### src/rtl/cordic_nco_scheduler.sv
// Shares one cordic sin/cos pipeline round-robin between N_CH NCO channels; results return through a tagged FWFT FIFO.
// Issue latency 1 cycle; credits bound inflight+queued results to OUT_DEPTH so a stalled output only pauses issuing.
module cordic_nco_scheduler #(
    parameter int N_CH      = 4,
    parameter int CH_W      = 2,
    parameter int OUT_DEPTH = 32
) (
    input  logic              clk_i,
    input  logic              rst_i,
    input  logic              run_i,
    input  logic              cfg_we_i,
    input  logic [CH_W-1:0]   cfg_ch_i,
    input  logic [31:0]       cfg_ftw_i,
    input  logic [31:0]       cfg_off_i,
    input  logic              cfg_en_i,
    input  logic              cfg_clr_i,
    output logic              cordic_valid_o,
    output logic [31:0]       cordic_phase_o,
    input  logic              cordic_valid_i,
    input  logic [15:0]       cordic_sin_i,
    input  logic [15:0]       cordic_cos_i,
    output logic              out_valid_o,
    input  logic              out_ready_i,
    output logic [CH_W-1:0]   out_ch_o,
    output logic [15:0]       out_sin_o,
    output logic [15:0]       out_cos_o,
    output logic              busy_o,
    output logic              err_o
);

    localparam int AW    = $clog2(OUT_DEPTH);
    localparam int CNT_W = AW + 1;
    localparam int OW    = CH_W + 32;
    localparam logic [CNT_W:0] DEPTH_C = (CNT_W+1)'(OUT_DEPTH);

    typedef enum logic [1:0] {IDLE, RUN, DRAIN} state_t;

    state_t            r_state;
    state_t            w_state_nxt;

    logic [31:0]       r_acc [N_CH];
    logic [31:0]       r_ftw [N_CH];
    logic [31:0]       r_off [N_CH];
    logic [N_CH-1:0]   r_en;
    logic [CH_W-1:0]   r_ptr;

    logic [CH_W-1:0]   r_tag_mem [OUT_DEPTH];
    logic [AW-1:0]     r_tag_wp;
    logic [AW-1:0]     r_tag_rp;
    logic [CNT_W-1:0]  r_tag_cnt;

    logic [OW-1:0]     r_out_mem [OUT_DEPTH];
    logic [AW-1:0]     r_out_wp;
    logic [AW-1:0]     r_out_rp;
    logic [CNT_W-1:0]  r_out_cnt;

    logic              r_cordic_vld;
    logic [31:0]       r_cordic_phase;
    logic              r_err;

    logic              w_pick_vld;
    logic [CH_W-1:0]   w_pick_ch;
    logic              w_credit;
    logic              w_issue;
    logic              w_ret_ok;
    logic              w_out_vld;
    logic              w_out_pop;
    logic [N_CH-1:0]   w_cfg_hit;

    // Scan from furthest to nearest so the last hit is the first enabled channel after the pointer.
    always_comb begin
        int idx;
        idx        = 0;
        w_pick_vld = 1'b0;
        w_pick_ch  = '0;
        for (int i = N_CH; i >= 1; i--) begin
            idx = int'(r_ptr) + i;
            if (idx >= N_CH) begin
                idx = idx - N_CH;
            end
            if (r_en[idx[CH_W-1:0]]) begin
                w_pick_vld = 1'b1;
                w_pick_ch  = idx[CH_W-1:0];
            end
        end
    end

    always_comb begin
        w_cfg_hit = '0;
        for (int c = 0; c < N_CH; c++) begin
            w_cfg_hit[c] = cfg_we_i && (cfg_ch_i == CH_W'(c));
        end
    end

    assign w_credit  = ({1'b0, r_tag_cnt} + {1'b0, r_out_cnt}) < DEPTH_C;
    assign w_issue   = (r_state == RUN) && w_pick_vld && w_credit;
    assign w_ret_ok  = cordic_valid_i && (r_tag_cnt != '0);
    assign w_out_vld = (r_out_cnt != '0);
    assign w_out_pop = w_out_vld && out_ready_i;

    always_ff @(posedge clk_i or posedge rst_i) begin
        if (rst_i) begin
            r_state <= IDLE;
        end else begin
            r_state <= w_state_nxt;
        end
    end

    always_comb begin
        w_state_nxt = r_state;
        case (r_state)
            IDLE:    if (run_i) w_state_nxt = RUN;
            RUN:     if (!run_i) w_state_nxt = DRAIN;
            DRAIN: begin
                if (run_i) begin
                    w_state_nxt = RUN;
                end else if ((r_tag_cnt == '0) && !w_out_vld) begin
                    w_state_nxt = IDLE;
                end
            end
            default: w_state_nxt = IDLE;
        endcase
    end

    // Config writes and accumulator steps share one edge; reads on the right-hand side see pre-write values.
    always_ff @(posedge clk_i or posedge rst_i) begin
        if (rst_i) begin
            for (int c = 0; c < N_CH; c++) begin
                r_acc[c] <= '0;
                r_ftw[c] <= '0;
                r_off[c] <= '0;
            end
            r_en <= '0;
        end else begin
            for (int c = 0; c < N_CH; c++) begin
                if (w_cfg_hit[c]) begin
                    r_ftw[c] <= cfg_ftw_i;
                    r_off[c] <= cfg_off_i;
                    r_en[c]  <= cfg_en_i;
                end
                if (w_cfg_hit[c] && cfg_clr_i) begin
                    r_acc[c] <= '0;
                end else if (w_issue && (w_pick_ch == CH_W'(c))) begin
                    r_acc[c] <= r_acc[c] + r_ftw[c];
                end
            end
        end
    end

    always_ff @(posedge clk_i or posedge rst_i) begin
        if (rst_i) begin
            r_ptr          <= CH_W'(N_CH - 1);
            r_cordic_vld   <= 1'b0;
            r_cordic_phase <= '0;
            r_err          <= 1'b0;
        end else begin
            r_cordic_vld <= w_issue;
            if (w_issue) begin
                r_ptr          <= w_pick_ch;
                r_cordic_phase <= r_acc[w_pick_ch] + r_off[w_pick_ch];
            end
            if (cordic_valid_i && (r_tag_cnt == '0)) begin
                r_err <= 1'b1;
            end
        end
    end

    always_ff @(posedge clk_i or posedge rst_i) begin
        if (rst_i) begin
            r_tag_wp  <= '0;
            r_tag_rp  <= '0;
            r_tag_cnt <= '0;
            r_out_wp  <= '0;
            r_out_rp  <= '0;
            r_out_cnt <= '0;
        end else begin
            if (w_issue)   r_tag_wp <= r_tag_wp + 1'b1;
            if (w_ret_ok)  r_tag_rp <= r_tag_rp + 1'b1;
            r_tag_cnt <= r_tag_cnt + CNT_W'(w_issue) - CNT_W'(w_ret_ok);
            if (w_ret_ok)  r_out_wp <= r_out_wp + 1'b1;
            if (w_out_pop) r_out_rp <= r_out_rp + 1'b1;
            r_out_cnt <= r_out_cnt + CNT_W'(w_ret_ok) - CNT_W'(w_out_pop);
        end
    end

    always_ff @(posedge clk_i) begin
        if (w_issue) begin
            r_tag_mem[r_tag_wp] <= w_pick_ch;
        end
        if (w_ret_ok) begin
            r_out_mem[r_out_wp] <= {r_tag_mem[r_tag_rp], cordic_sin_i, cordic_cos_i};
        end
    end

    assign cordic_valid_o = r_cordic_vld;
    assign cordic_phase_o = r_cordic_phase;
    assign out_valid_o    = w_out_vld;
    assign {out_ch_o, out_sin_o, out_cos_o} = w_out_vld ? r_out_mem[r_out_rp] : '0;
    assign busy_o         = (r_state != IDLE);
    assign err_o          = r_err;

endmodule

### config.mk
export PLATFORM = sky130hd
export DESIGN_NAME = cordic_nco_scheduler
export DESIGN_NICKNAME = d
export VERILOG_FILES = /design/src/rtl/cordic_nco_scheduler.sv
export SDC_FILE = /design/constraint.sdc
export NUM_CORES = 2
export LEC_CHECK = 0
export CAP_MARGIN = 0
export CORE_MARGIN = 1
export CORE_UTILIZATION = 32
export DETAILED_ROUTE_END_ITERATION = 8
export PLACE_DENSITY = 0.54
export SETUP_SLACK_MARGIN = 0.02
export SYNTH_ARGS = -nofsm -noshare
export SYNTH_HDL_FRONTEND = slang
export SYNTH_SLANG_ARGS = --single-unit
### constraint.sdc
create_clock -name clk_i -period 16.43 [get_ports clk_i]
set_input_delay 4.1075 -clock clk_i [delete_from_list [all_inputs] [get_ports clk_i]]
set_output_delay 4.1075 -clock clk_i [all_outputs]
set_load 0.02 [all_outputs]
# Word level (Yosys, flattened, before mapping)
# Memories as Yosys holds them, arrays and structs flattened.
# Cells that the tools add are included.
[totals]
register_bits = 458
mem_bits_rw = 1152
in_bits = 106
wordCells = 148
memories = 2
out_inout_bits = 70
[op_classes]
n_bitwise = 1
n_lt_le_gt_ge = 10
n_eq_ne = 11
reduce_logical = 31
n_mux = 44
addsub = 22
[memory_table]
columns = ["memory", "words", "width", "rd", "rd_clocked_by_memory_dff", "wr", "line_no", "source"]
rows = [
  ["r_out_mem", 32, 34, 1, 0, 1, "52", "logic [OW-1:0] r_out_mem [OUT_DEPTH];"],
  ["r_tag_mem", 32, 2, 1, 0, 1, "47", "logic [CH_W-1:0] r_tag_mem [OUT_DEPTH];"],
]
[op_table]
columns = ["operator", "count"]
rows = [
  ["two-way mux 32 bit", 12],
  ["adder 32 bit", 5],
  ["binary-select mux 32 bit (select 2 bit)", 2],
  ["two-way mux 34 bit", 1],
  ["two-way mux 2 bit", 12],
  ["adder 5 x 1 -> 5 bit (second input constant)", 4],
  ["logical AND 1 bit", 18],
  ["adder 6 x 1 -> 6 bit", 2],
  ["greater-or-equal comparator 3 bit (second input constant)", 4],
  ["< comparator 2 x 3 -> 1 bit (second input constant)", 4],
  ["two-way mux 1 bit", 12],
  ["nonzero test 6 bit", 2],
  ["subtractor 6 x 1 -> 6 bit", 2],
  ["equality test 2 bit (second input constant)", 5],
  ["nonzero test 2 bit", 5],
  ["binary-select mux 1 bit (select 2 bit)", 4],
  ["subtractor 2 x 1 -> 2 bit (second input constant)", 4],
  ["adder 6 x 6 -> 7 bit", 1],
  ["< comparator 7 x 6 -> 1 bit (second input constant)", 1],
  ["adder 2 x 2 -> 3 bit (second input constant)", 2],
  ["equality test 2 x 1 -> 1 bit (second input constant)", 3],
  ["zero test 2 bit", 3],
  ["zero test 6 bit", 1],
  ["one-hot mux 2 bit (3 select lines)", 1],
  ["other kinds (8)", 9],
]

# Depth between registers and ports, before layout
[depth]
depth_word = 14
depth_mapped = 21

# Worst setup path after synthesis
# Ideal clock, no wire load.
[synth_timing]
path_kind = "in2reg"
start = "input port cordic_valid_i"
end = "memory r_out_mem[20][0] in the netlist's numbering, enable pin"
arrival_ps = 6422
setup_time_ps = 425
cell_stages = 4
setup_slack_ps = 9583
path_cell_list = "nor2b_1 -> clkbuf_1 -> nand2_1 -> nor2_1"
[synth_between]
elab_chain_len = 3
[synth_rtl]
columns = ["item", "line_no", "source"]
rows = [
  ["start: declaration", "19", "input logic cordic_valid_i,"],
  ["logical AND 1 bit", "97", "assign w_ret_ok = cordic_valid_i && (r_tag_cnt != '0);"],
  ["named net w_ret_ok", "65", "logic w_ret_ok;"],
  ["two-way mux 1 bit", "190", "if (w_ret_ok) begin"],
  ["two-way mux 1 bit (implied by the code)", "191", "r_out_mem[r_out_wp] <= {r_tag_mem[r_tag_rp], cordic_sin_i, cordic_cos_i};"],
  ["end: declaration", "52", ""],
]
# The timed path passes the listed nets, and every way through them passes these cells.

# Worst setup path after layout
[layout_timing]
start = "register r_out_rp[0]"
end = "output port out_cos_o[6]"
[layout_between]
elab_chain_len = 2
[layout_rtl]
columns = ["item", "line_no", "source"]
rows = [
  ["start: declaration", "54", "logic [AW-1:0] r_out_rp;"],
  ["start signal: assignment", "181", "if (w_out_pop) r_out_rp <= r_out_rp + 1'b1;"],
  ["memory (32 x 34 bit)", "-", ""],
  ["two-way mux 34 bit", "198", "assign {out_ch_o, out_sin_o, out_cos_o} = w_out_vld ? r_out_mem[r_out_rp] : '0;"],
  ["end: declaration", "26", "output logic [15:0] out_cos_o,"],
]
# Every way passes these cells.

==> out/qor.csv <==
metric,value,unit
top_level_ports,176,
finClkSkew,69.9,ps
synth_ff_type,edfxtp_1,
finalNonFillerCells,8064,
critPathMaxFanout,102,
switchingPower,0.00512,W
cp_num_buf_inv,3,
crit_path_start_kind,flop,
ys_warn_count,0,
p_int,0.00964,W
post_cts_buffers,0,
dp_hpwl,111000,um
grt_pass1_vias,42400,
seq_area_frac_synth,64.8,%
p_seq_share,36.5,%
tns,0,ps
wl_per_cell,23.2,um
p_sw_share,34.7,%
use_met3,2.59,%
fin_crit_sh,58.0,%
via_count,41300,
grt_max_degree,172,
p_comb_share,36.2,%
worst-setup-path-type,reg2out,
cts_resized,0,
end_kind,primary output,
place_congestion,0.845,
max_stage_delay,1050,ps
cts_inserted_buffers,175,
core-area,220000,um2
synth-async-reset-ratio,28.4,%
slowest_stage,dfrtp_4,
cts_tree,built,
drive_gt1_share,18.4,%
synth.avg_cell_area,15.0,um2
maxCapViolations,0,
place_area,76600,um2
remaining_drc_errors,0,
path_clk_slew,60,ps
port_buffers,175,
hp-class,reg2reg,
design_area,82600,um2
grt_usage,16.7,%
slew_violations,0,
postSynthCellCount,4749,
cp.arrival,5420,ps
pwr-share-clk,27.3,%
synth_cell_type_count,88,
use_met1,22.8,%
synth_edf_count,1152,
start_util,32.3,%
syn_to_final_growth,16.3,%
overflow,0,
yosys-top-cells-area,"edfxtp_1 (49%), dfrtp_1 (16%), mux4_2 (11%)",
dp.cells,7728,
fmax,105,MHz
vdd_drop_max,0.165,mV
syn-num-nets,5048,
first_pass_iters,5,
setup_viol_count_final,0,
crit_top_cell,mux4_2,
die-area,224000,um2
grt.busiest_layer,met2,
antenna_found_initial,21,
cp.required,12320,ps
drt-vias-per-instance,5.12,
synth_top_cell_area_share,48.7,%
cts_sinks,1610,
hold_slack,463,ps
clock_path_buffers,3,
max_slew_margin,23.8,%
path_cells,buf_12 -> buf_4 -> mux4_2 -> mux4_2 -> mux2i_1 -> nor2_1 -> clkdlybuf4s50_1,
final_nets,5246,
cellPowerDensity,179,nW/um2
synth_largest_area_cell,edfxtp_1,
wl,187000,um
postRouteAntennaNets,0,
met2_usage,27.2,%
die_width,473,um
syn_area,71100,um2
status,completed,
clk_root_buffer_cell,clkbuf_16,
min_period,9530,ps
rsz0062_at_grt,no,
ys_ff_latch,1610,
ctsHtreeMaxLevel,4,
clk_latency,860,ps
n_fill_cell,20500,
die_h,473,um
first_iter_violations,3276,
max_slew.worst_pin.slew,1140,ps
hold_buffers,0,
grt_pass1_wl,278000,um
cp_top_family,buffers and inverters,
hold_violations,0,
rows,172,
final_util,37.5,%
cellLeakagePower,30.1,nW
[worst paths after layout]
path,start,slack (ps),endpoint,cells after the start
hold reg to reg,err_o,460,err_o,1
hold / removal,err_o,460,err_o,1
min in group asynchronous,rst_i,3690,r_acc[35],2
max in group asynchronous,rst_i,9970,r_off[87],5
setup / recovery,r_out_rp[0],6900,out_cos_o[6],7
setup reg to reg,r_ptr[1],10600,cordic_phase_o[27],17
[sequential cells by signal, indices dropped and copies added, names as in the netlist, 2 cells and up]
register / flops
r_acc: 128
r_tag_rp: 5
r_out_wp: 5
r_ptr: 2
r_ftw: 128
cordic_phase_o: 32
r_en: 4
r_out_cnt: 6
r_tag_mem: 64
r_out_mem: 1088
r_off: 128
r_out_rp: 5
r_tag_wp: 5
r_tag_cnt: 6
r_state: 2
[metal layers]
metal  wire, um  share of wire [%]
met1      83300                 44
met2      89300                 48
met3       9320                5.0
met4       5210                2.8
met5         49              0.026
[Yosys cell counts (5+ instances only)]
cell      count
edfxtp_1   1152
nand2_1     791
dfrtp_1     456
mux4_2      360
a21oi_1     207
ha_1        186
clkbuf_1    179
nor2_1      176
mux2_2      134
o21ai_0     114
xnor2_1      94
a21o_1       90
a31oi_1      85
a211oi_1     78
and2_1       70
inv_1        69
xor2_1       55
nand3_1      48
buf_1        44
mux2i_1      40
nor3_1       23
a22o_1       21
and3_1       21
o21bai_1     21
nand2b_1     19
nand4_1      15
nor2b_1      14
nand3b_1     12
o211ai_1     11
o21a_1       11
or3_1        11
buf_2         7
fa_1          7
o21ai_1       7
o31ai_1       6
or2_2         6
a21boi_0      5
a31o_2        5
nor4b_1       5
[kinds of logic (layout without fill, tap and decap cells)]
kind of cell / count (synthesis) / count (layout) / synth area share [%]
adder cells (fa/ha/maj): 193 / 193 / 3.47
flip-flops: 1610 / 1610 / 64.8
multiplexers: 534 / 534 / 14.1
AND/OR/NAND/NOR: 1243 / 1243 / 7.55
buffers and inverters: 300 / 646 / 1.60
XOR/XNOR: 149 / 149 / 1.84
other: 0 / 11 / 0
AO/OA/AOI/OAI: 720 / 720 / 6.64
[layout make-up]
type	instances	area [um2]	area share, %
Antenna cell	11	27.5	0.0333
Sequential cell	1610	46100	55.8
Inverter	70	269	0.326
Timing Repair Buffer	251	2370	2.87
Clock buffer	213	4650	5.63
Tap cell	2958	3700	4.48
Multi-Input combinational cell	2839	24200	29.3
Clock inverter	112	1330	1.61
[layout by cell type, fill, tap and decap left out, types with 12 or more instances in the layout]
| cell | instances |
|---|---|
| nand4_1 | 15 |
| a211oi_1 | 78 |
| clkinv_2 | 42 |
| inv_1 | 68 |
| edfxtp_1 | 1152 |
| nand3_1 | 47 |
| and3_1 | 20 |
| nand2b_1 | 19 |
| nor2_1 | 141 |
| mux2i_1 | 40 |
| clkbuf_16 | 176 |
| ha_1 | 186 |
| dfrtp_1 | 451 |
| xnor2_1 | 94 |
| mux4_2 | 360 |
| nand2_1 | 791 |
| nor3_1 | 21 |
| a21o_1 | 90 |
| clkinv_16 | 12 |
| nor2_4 | 33 |
| clkinv_1 | 29 |
| and2_1 | 70 |
| nor2b_1 | 14 |
| xor2_1 | 55 |
| o21bai_1 | 21 |
| o21ai_0 | 113 |
| buf_4 | 72 |
| a22o_1 | 21 |
| nand3b_1 | 12 |
| mux2_2 | 134 |
| a31oi_1 | 85 |
| bufinv_16 | 18 |
| clkbuf_1 | 26 |
| a21oi_1 | 207 |
| clkdlybuf4s50_1 | 175 |
[power by group through the flow]
stage	clock network, W	registers (W)	logic [W]
after floorplan	0	0.00523	0.00384
after global routing	0.00428	0.00545	0.00582
final	0.00404	0.00539	0.00534
after CTS	0.00413	0.00540	0.00541
after global placement	0	0.00547	0.00534
after detailed placement	0	0.00548	0.00540
[worst reg2reg max path, delay by kind of cell (launching register included)]
kind | cells | cell delay, ps
fa+ha+maj | 1 | 390
simple gates | 2 | 490
buf+inv | 2 | 1330
compound gates | 11 | 2690
flops | 1 | 630
xor+xnor | 1 | 210
[metrics by stage]
step / power (W) / setup WS (ps)
2_1_floorplan: 0.00908 / 6130
3_3_place_gp: 0.0108 / 7600
3_5_place_dp: 0.0109 / 7590
4_1_cts: 0.0149 / 6650
5_1_grt: 0.0156 / 6450
6_report: 0.0148 / 6900
(Power assumes the default switching activity.)
